$ cat config.mk
export PLATFORM = sky130hd
export DESIGN_NAME = fetch_unit_redirect_flat
export DESIGN_NICKNAME = d
export VERILOG_FILES = /design/src/rtl/fetch_unit_redirect_pkg.sv /design/src/rtl/fetch_unit_redirect_if.sv /design/src/rtl/fetch_unit_redirect_inflight_tracker.sv /design/src/rtl/fetch_unit_redirect.sv /design/src/flat_wrapper.sv
export SDC_FILE = /design/constraint.sdc
export NUM_CORES = 1
export LEC_CHECK = 0
export CORE_MARGIN = 2
export CORE_UTILIZATION = 30
export DETAILED_ROUTE_END_ITERATION = 10
export PLACE_DENSITY = 0.74
export SLEW_MARGIN = 30
export SYNTH_ARGS = -nofsm -noshare
export SYNTH_HDL_FRONTEND = slang
export SYNTH_SLANG_ARGS = --single-unit
export TNS_END_PERCENT = 20
$ cat constraint.sdc
create_clock -name clk -period 4.85 [get_ports clk]
set_input_delay 0.485 -clock clk [delete_from_list [all_inputs] [get_ports clk]]
set_output_delay 0.485 -clock clk [all_outputs]
set_load 0.03 [all_outputs]
$ cat src/rtl/fetch_unit_redirect_pkg.sv
// Shared types and constants for the redirecting fetch unit.
// Optional feature macro: FETCH_UNIT_REDIRECT_BYPASS_EN (see fetch_unit_redirect.sv).
package fetch_unit_redirect_pkg;

    localparam logic [31:0] FETCH_RST_ADDR  = 32'h0000_0200;
    localparam logic [31:0] FETCH_ADDR_INCR = 32'd4;

    typedef enum logic [2:0] {
        MEM_MSG_READ  = 3'd0,
        MEM_MSG_WRITE = 3'd1
    } mem_msg_type_t;

    typedef struct packed {
        mem_msg_type_t op;
        logic [7:0]    opaque;
        logic [31:0]   addr;
        logic [1:0]    len;
        logic [31:0]   data;
    } mem_req_msg_t;

    typedef struct packed {
        mem_msg_type_t op;
        logic [7:0]    opaque;
        logic [1:0]    test;
        logic [1:0]    len;
        logic [31:0]   data;
        logic [31:0]   addr;
    } mem_resp_msg_t;

    // Counter width able to hold every value from 0 up to max_in_flight.
    function automatic int inflight_width(input int max_in_flight);
        return $clog2(max_in_flight + 1);
    endfunction

endpackage

$ cat src/rtl/fetch_unit_redirect_if.sv
// Memory request/response interface and fetch-to-decode interface.
// Optional feature macro: FETCH_UNIT_REDIRECT_BYPASS_EN (no effect here).
interface MemIntf;
    import fetch_unit_redirect_pkg::*;

    logic          req_val;
    logic          req_rdy;
    mem_req_msg_t  req_msg;
    logic          resp_val;
    logic          resp_rdy;
    mem_resp_msg_t resp_msg;

    modport client (output req_val, req_msg, resp_rdy,
                    input  req_rdy, resp_val, resp_msg);
    modport server (input  req_val, req_msg, resp_rdy,
                    output req_rdy, resp_val, resp_msg);
endinterface

interface F__DIntf #(parameter int p_seq_num_bits = 5);
    logic                      val;
    logic                      rdy;
    logic [31:0]               inst;
    logic [31:0]               pc;
    logic [p_seq_num_bits-1:0] seq_num;

    modport F_intf (output val, inst, pc, seq_num, input rdy);
    modport D_intf (input  val, inst, pc, seq_num, output rdy);
endinterface

$ cat src/rtl/fetch_unit_redirect_inflight_tracker.sv
// Counts outstanding memory requests and how many of them are stale after a redirect.
// Optional feature macro: FETCH_UNIT_REDIRECT_BYPASS_EN changes the squash count on redirect.
module fetch_inflight_tracker
    import fetch_unit_redirect_pkg::*;
#(
    parameter int p_max_in_flight = 4,
    parameter int p_cnt_bits      = inflight_width(p_max_in_flight)
) (
    input  logic                  clk,
    input  logic                  rst,
    input  logic                  req_xfer,
    input  logic                  resp_xfer,
    input  logic                  redirect,
    output logic [p_cnt_bits-1:0] in_flight,
    output logic [p_cnt_bits-1:0] squash_cnt,
    output logic                  can_issue,
    output logic                  drop
);

    localparam logic [p_cnt_bits-1:0] MAX_CNT = p_cnt_bits'(p_max_in_flight);

    logic [p_cnt_bits-1:0] in_flight_nxt;
    logic [p_cnt_bits-1:0] squash_on_redirect;

    always_comb begin
        in_flight_nxt = in_flight + p_cnt_bits'(req_xfer) - p_cnt_bits'(resp_xfer);
`ifdef FETCH_UNIT_REDIRECT_BYPASS_EN
        // The redirect-cycle request already targets the new PC, so it is not stale.
        squash_on_redirect = in_flight - p_cnt_bits'(resp_xfer);
`else
        squash_on_redirect = in_flight_nxt;
`endif
        can_issue = (in_flight < MAX_CNT);
        drop      = (squash_cnt != '0) || redirect;
    end

    always_ff @(posedge clk or negedge rst) begin
        if (!rst) begin
            in_flight  <= '0;
            squash_cnt <= '0;
        end else begin
            in_flight <= in_flight_nxt;
            if (redirect)
                squash_cnt <= squash_on_redirect;
            else if (resp_xfer && (squash_cnt != '0))
                squash_cnt <= squash_cnt - 1'b1;
        end
    end

endmodule

$ cat src/rtl/fetch_unit_redirect.sv
// Sequential instruction fetch with bounded outstanding requests, redirect squashing and seq tags.
// Optional feature macro: FETCH_UNIT_REDIRECT_BYPASS_EN issues the redirect target in the redirect cycle.
module fetch_unit_redirect
    import fetch_unit_redirect_pkg::*;
#(
    parameter logic [31:0] p_rst_addr      = FETCH_RST_ADDR,
    parameter int          p_max_in_flight = 4,
    parameter int          p_seq_num_bits  = 5
) (
    input  logic        clk,
    input  logic        rst,
    MemIntf.client      mem,
    F__DIntf.F_intf     D,
    input  logic        redirect_val,
    input  logic [31:0] redirect_target
);

    localparam int CNT_BITS = inflight_width(p_max_in_flight);

    logic [31:0]               curr_addr;
    logic [p_seq_num_bits-1:0] seq_num;
    logic [CNT_BITS-1:0]       in_flight;
    logic [CNT_BITS-1:0]       squash_cnt;
    logic                      can_issue;
    logic                      drop;
    logic                      req_val;
    logic [31:0]               req_addr;
    logic                      resp_rdy;
    logic                      d_val;
    logic                      req_xfer;
    logic                      resp_xfer;
    logic                      d_xfer;
    logic                      unused_resp;

    fetch_inflight_tracker #(
        .p_max_in_flight (p_max_in_flight),
        .p_cnt_bits      (CNT_BITS)
    ) u_tracker (
        .clk        (clk),
        .rst        (rst),
        .req_xfer   (req_xfer),
        .resp_xfer  (resp_xfer),
        .redirect   (redirect_val),
        .in_flight  (in_flight),
        .squash_cnt (squash_cnt),
        .can_issue  (can_issue),
        .drop       (drop)
    );

    // Handshakes are gated by rst so nothing is presented while reset is held.
    always_comb begin
        req_addr = curr_addr;
`ifdef FETCH_UNIT_REDIRECT_BYPASS_EN
        req_val = rst && can_issue;
        if (redirect_val)
            req_addr = redirect_target;
`else
        req_val = rst && can_issue && !redirect_val;
`endif
        resp_rdy  = rst && (drop || D.rdy);
        d_val     = rst && !drop && mem.resp_val;
        req_xfer  = req_val && mem.req_rdy;
        resp_xfer = mem.resp_val && resp_rdy;
        d_xfer    = d_val && D.rdy;
    end

    assign mem.req_val  = req_val;
    assign mem.req_msg  = '{op: MEM_MSG_READ, opaque: 8'd0, addr: req_addr, len: 2'd0, data: 32'd0};
    assign mem.resp_rdy = resp_rdy;

    assign D.val     = d_val;
    assign D.inst    = mem.resp_msg.data;
    assign D.pc      = mem.resp_msg.addr;
    assign D.seq_num = seq_num;

    assign unused_resp = ^{mem.resp_msg.op, mem.resp_msg.opaque, mem.resp_msg.test,
                           mem.resp_msg.len, squash_cnt};

    always_ff @(posedge clk or negedge rst) begin
        if (!rst) begin
            curr_addr <= p_rst_addr;
        end else if (redirect_val) begin
`ifdef FETCH_UNIT_REDIRECT_BYPASS_EN
            curr_addr <= req_xfer ? (redirect_target + FETCH_ADDR_INCR) : redirect_target;
`else
            curr_addr <= redirect_target;
`endif
        end else if (req_xfer) begin
            curr_addr <= curr_addr + FETCH_ADDR_INCR;
        end
    end

    // Sequence numbers count delivered instructions only and survive redirects.
    always_ff @(posedge clk or negedge rst) begin
        if (!rst)
            seq_num <= '0;
        else if (d_xfer)
            seq_num <= seq_num + 1'b1;
    end

endmodule

$ cat src/flat_wrapper.sv
// flat-port wrapper written by rule: the top's interface ports become plain ports
module fetch_unit_redirect_flat import fetch_unit_redirect_pkg::*;
#(
    parameter logic [31:0] p_rst_addr      = FETCH_RST_ADDR,
    parameter int          p_max_in_flight = 4,
    parameter int          p_seq_num_bits  = 5
)
  (clk, rst, redirect_val, redirect_target, mem_req_val, mem_req_msg, mem_resp_rdy, mem_req_rdy, mem_resp_val, mem_resp_msg, D_val, D_inst, D_pc, D_seq_num, D_rdy);
  MemIntf mem_i ();
  F__DIntf #(.p_seq_num_bits(p_seq_num_bits)) D_i ();
  input  logic clk;
  input  logic rst;
  input  logic redirect_val;
  input  logic [31:0] redirect_target;
  output wire logic [$bits(mem_i.req_val)-1:0] mem_req_val;
  output wire logic [$bits(mem_i.req_msg)-1:0] mem_req_msg;
  output wire logic [$bits(mem_i.resp_rdy)-1:0] mem_resp_rdy;
  input wire logic [$bits(mem_i.req_rdy)-1:0] mem_req_rdy;
  input wire logic [$bits(mem_i.resp_val)-1:0] mem_resp_val;
  input wire logic [$bits(mem_i.resp_msg)-1:0] mem_resp_msg;
  output wire logic [$bits(D_i.val)-1:0] D_val;
  output wire logic [$bits(D_i.inst)-1:0] D_inst;
  output wire logic [$bits(D_i.pc)-1:0] D_pc;
  output wire logic [$bits(D_i.seq_num)-1:0] D_seq_num;
  input wire logic [$bits(D_i.rdy)-1:0] D_rdy;
  assign mem_req_val = mem_i.req_val;
  assign mem_req_msg = mem_i.req_msg;
  assign mem_resp_rdy = mem_i.resp_rdy;
  assign mem_i.req_rdy = mem_req_rdy;
  assign mem_i.resp_val = mem_resp_val;
  assign mem_i.resp_msg = mem_resp_msg;
  assign D_val = D_i.val;
  assign D_inst = D_i.inst;
  assign D_pc = D_i.pc;
  assign D_seq_num = D_i.seq_num;
  assign D_i.rdy = D_rdy;
  fetch_unit_redirect #(.p_rst_addr(p_rst_addr), .p_max_in_flight(p_max_in_flight), .p_seq_num_bits(p_seq_num_bits)) u_core (.clk(clk), .rst(rst), .mem(mem_i), .D(D_i), .redirect_val(redirect_val), .redirect_target(redirect_target));
endmodule
==> flow_summary_export.csv <==
group,metric,value,unit
status,status,"completed",
cells_and_area,layout_commonest_cell,"clkdlybuf4s50_1",
timing,setup_tns,0,ps
routing,drt-total-wl,7.504,mm
pwr,p_int,803.6,uW
cts,post_cts_buffers,0,
critical_path,critPathArrivalTime,3050,ps
routing,drc_errors,0,
cts,cts_hold_buffers,0,
pwr,comb_power_share,0.345,
grt,antenna_found_initial,0,
timing,fin_ws,2015,ps
cts,clk_pin_slew,90,ps
synthesis,synth_ff_type,"dfrtp_1",
synthesis,synth_edf_count,0,
floorplanning,initial_core_util,0.3075,
routing,ant_nets,0,
job,maxCapViolations,0,
timing,finClkSkew,11.88,ps
routing,viasPerCell,4.780,
timing,maxSlewViolCount,0,
floorplanning,num_rows,38,
floorplanning,core_area,0.01089,mm2
synthesis,synth_cell_types,45,
synthesis,synth_warnings,0,
timing,rsz0062_at_grt,"false",
cells_and_area,antennaDiodeCount,0,
cts,cts_sinks,43,
grt,grt_overflow,0,
cts,post_cts_resized,0,
cells_and_area,layout_common_cells,"clkdlybuf4s50_1 (76), conb_1 (45), dfrtp_1 (42)",
critical_path,critPathMaxFanout,3,
synthesis,synthCells,379,
routing,first_pass_iters,4,
timing,setup_viol,0,
pwr,power_switching,443.5,uW
pwr,clkPwrFrac,0.267,
synthesis,synth.top_cell.area_share,0.3139,
cells_and_area,drive_above_1_share,0.06718,
routing,vias,2519,
synthesis,synth_largest_area_cell,"dfrtp_1",
grt,grt_usage,0.1238,
routing,first_iter_violations,85,
critical_path,end_kind,"flip-flop",
cts,cts_made_buffers,5,
timing,final_hold_viol_count,0,
cts,cts_tree,"done",
synthesis,synthTopCellsByArea,"dfrtp_1 (31%), buf_4 (25%), a31oi_1 (3.4%), or4_1 (2.9%), nor2_1 (2.8%)",
timing,fmax,0.3528,GHz
cts,worst_skew_pair.late_latency,290,ps
cts,ctsRootBufferMaster,"clkbuf_8",
timing,whs,108.7,ps
critical_path,critPathRequiredTime,5070,ps
synthesis,async_flop_share,1.000,
synthesis,syn_area,0.003348,mm2
floorplanning,io_pins,266,
cells_and_area,n_fill_cell,1130,
place,gp_congestion,0.7671,
pwr,p_leak,1.521,nW
synthesis,synth-seq-cells,43,
timing,period_needed,2835,ps
critical_path,cp-start-kind,"flip-flop",
cts,htree_num_levels,2,
floorplanning,die_h,109.6,um
pwr,power_density,336.6,mW/mm2
critical_path,crit_type,"flip-flop to flip-flop",
cells_and_area,area_growth,10.65,%
place,hpwl,5.645,mm
pwr,vdd_drop_max,0.1851,mV
place,portBuffers,77,
pwr,p_seq_frac,0.388,
routing,wire_per_inst,14.24,um
cells_and_area,nets,510,
pwr,finalPower,1.247,mW
grt,grt_max_degree,40,
timing,fin_crit_sh,0.5845,
place,dp_slack,1724,ps
grt,grt_pass1_vias,2288,
worst_hold_path,min-delay-path-class,"input port to asynchronous set/reset pin",
pwr,switching_share,0.3556,
synthesis,syn_area_per_cell,8.834,um2
cts,clockBufferDepth,2,
synthesis,seq_area_frac_synth,0.3217,
grt,grt_pass1_wl,11.56,mm
floorplanning,die_w,109.6,um
floorplanning,die_area,0.01202,mm2
-- per-layer routing --
metal / vias up / part of all wire / wire [um] / global-route usage
met2: 115 / 0.46 / 3459 / 0.1980
li1: 1190 / - / - / -
met4: 0 / 0.0081 / 61 / 0.03165
met5: - / 0 / 0 / 0
met3: 12 / 0.081 / 610 / 0.04031
met1: 1202 / 0.45 / 3373 / 0.1614
-- logic make-up after synthesis --
| family | synth area share |
|---|---|
| flip-flops | 0.3218 |
| adder cells (fa/ha/maj) | 0.02840 |
| multiplexers | 0.01943 |
| XOR/XNOR | 0.03924 |
| other | 0.001120 |
| AO/OA/AOI/OAI | 0.09828 |
| AND/OR/NAND/NOR | 0.2081 |
| buffers and inverters | 0.2836 |
-- sequential cells by signal, indices dropped and copies added, names as in the netlist --
register / cells
u_core.D.seq_num: 5
u_core.curr_addr: 32
u_core.u_tracker.in_flight: 3
u_core.u_tracker.squash_cnt: 3
-- worst max-delay path, cell delays in order, from the launching register on --
cell	delay, ps
dfrtp_1	390
inv_1	80
ha_1	180
or3b_2	480
nor2_1	140
nor2_1	80
ha_1	280
inv_1	50
ha_1	130
inv_1	50
fa_1	370
xnor2_1	190
xnor2_1	160
nor2_1	60
nor2_1	110
-- final timing paths --
kind,slack (ps),depth (start not counted),startpoint,endpoint
worst max-delay path,2020,14,u_core.u_tracker.squash_cnt[0],u_core.u_tracker.squash_cnt[2]
worst min-delay path,110,1,rst,u_core.D.seq_num[2]
worst max register to register,2020,14,u_core.u_tracker.squash_cnt[0],u_core.u_tracker.squash_cnt[2]
worst min register to register,480,1,u_core.D.seq_num[4],u_core.D.seq_num[4]
max in group asynchronous,3940,2,rst,u_core.curr_addr[9]
min in group clk,480,1,u_core.D.seq_num[4],u_core.D.seq_num[4]
-- cell type report --
class,instances,area (um2),share of cell area
clock buffer,6,72.57,0.01959
clock inverter,2,60.06,0.01621
inverter,12,45.04,0.01216
multi-input combinational,244,1486,0.4012
sequential,43,1077,0.2908
tap,140,175.2,0.04728
timing repair buffer,80,788.3,0.2128
-- power groups by stage --
stage | registers, mW | clock network, mW | logic (mW)
finish | 0.484 | 0.333 | 0.430
floorplan | 0.540 | 0 | 0.350
CTS | 0.485 | 0.345 | 0.436
detailed placement | 0.491 | 0 | 0.434
global placement | 0.487 | 0 | 0.422
global route | 0.494 | 0.359 | 0.472
-- stage by stage --
| step | instance area [um2] | util | std cells |
|---|---|---|---|
| floorplan | 3513 | - | 423 |
| global placement | 3572 | 0.3281 | 519 |
| detailed placement | 3572 | 0.3281 | 519 |
| CTS | 3705 | 0.3403 | 527 |
| global route | 3705 | 0.3403 | 527 |
| finish | 3705 | 0.3403 | 527 |
-- cells in the mapped netlist (3+ instances only) --
library cell  instances
xnor2_1               8
or3_1                 7
and4_1                3
o21ai_0              16
xor2_1                7
inv_1                12
nand2_1              22
nor2_1               25
nand4_1              10
o31ai_1              11
clkbuf_1              8
dfrtp_1              42
buf_4               113
ha_1                  6
nand3_1              14
mux2_2                4
and3_1                4
or4_1                13
a31oi_1              18
(Power assumes the default switching activity.)
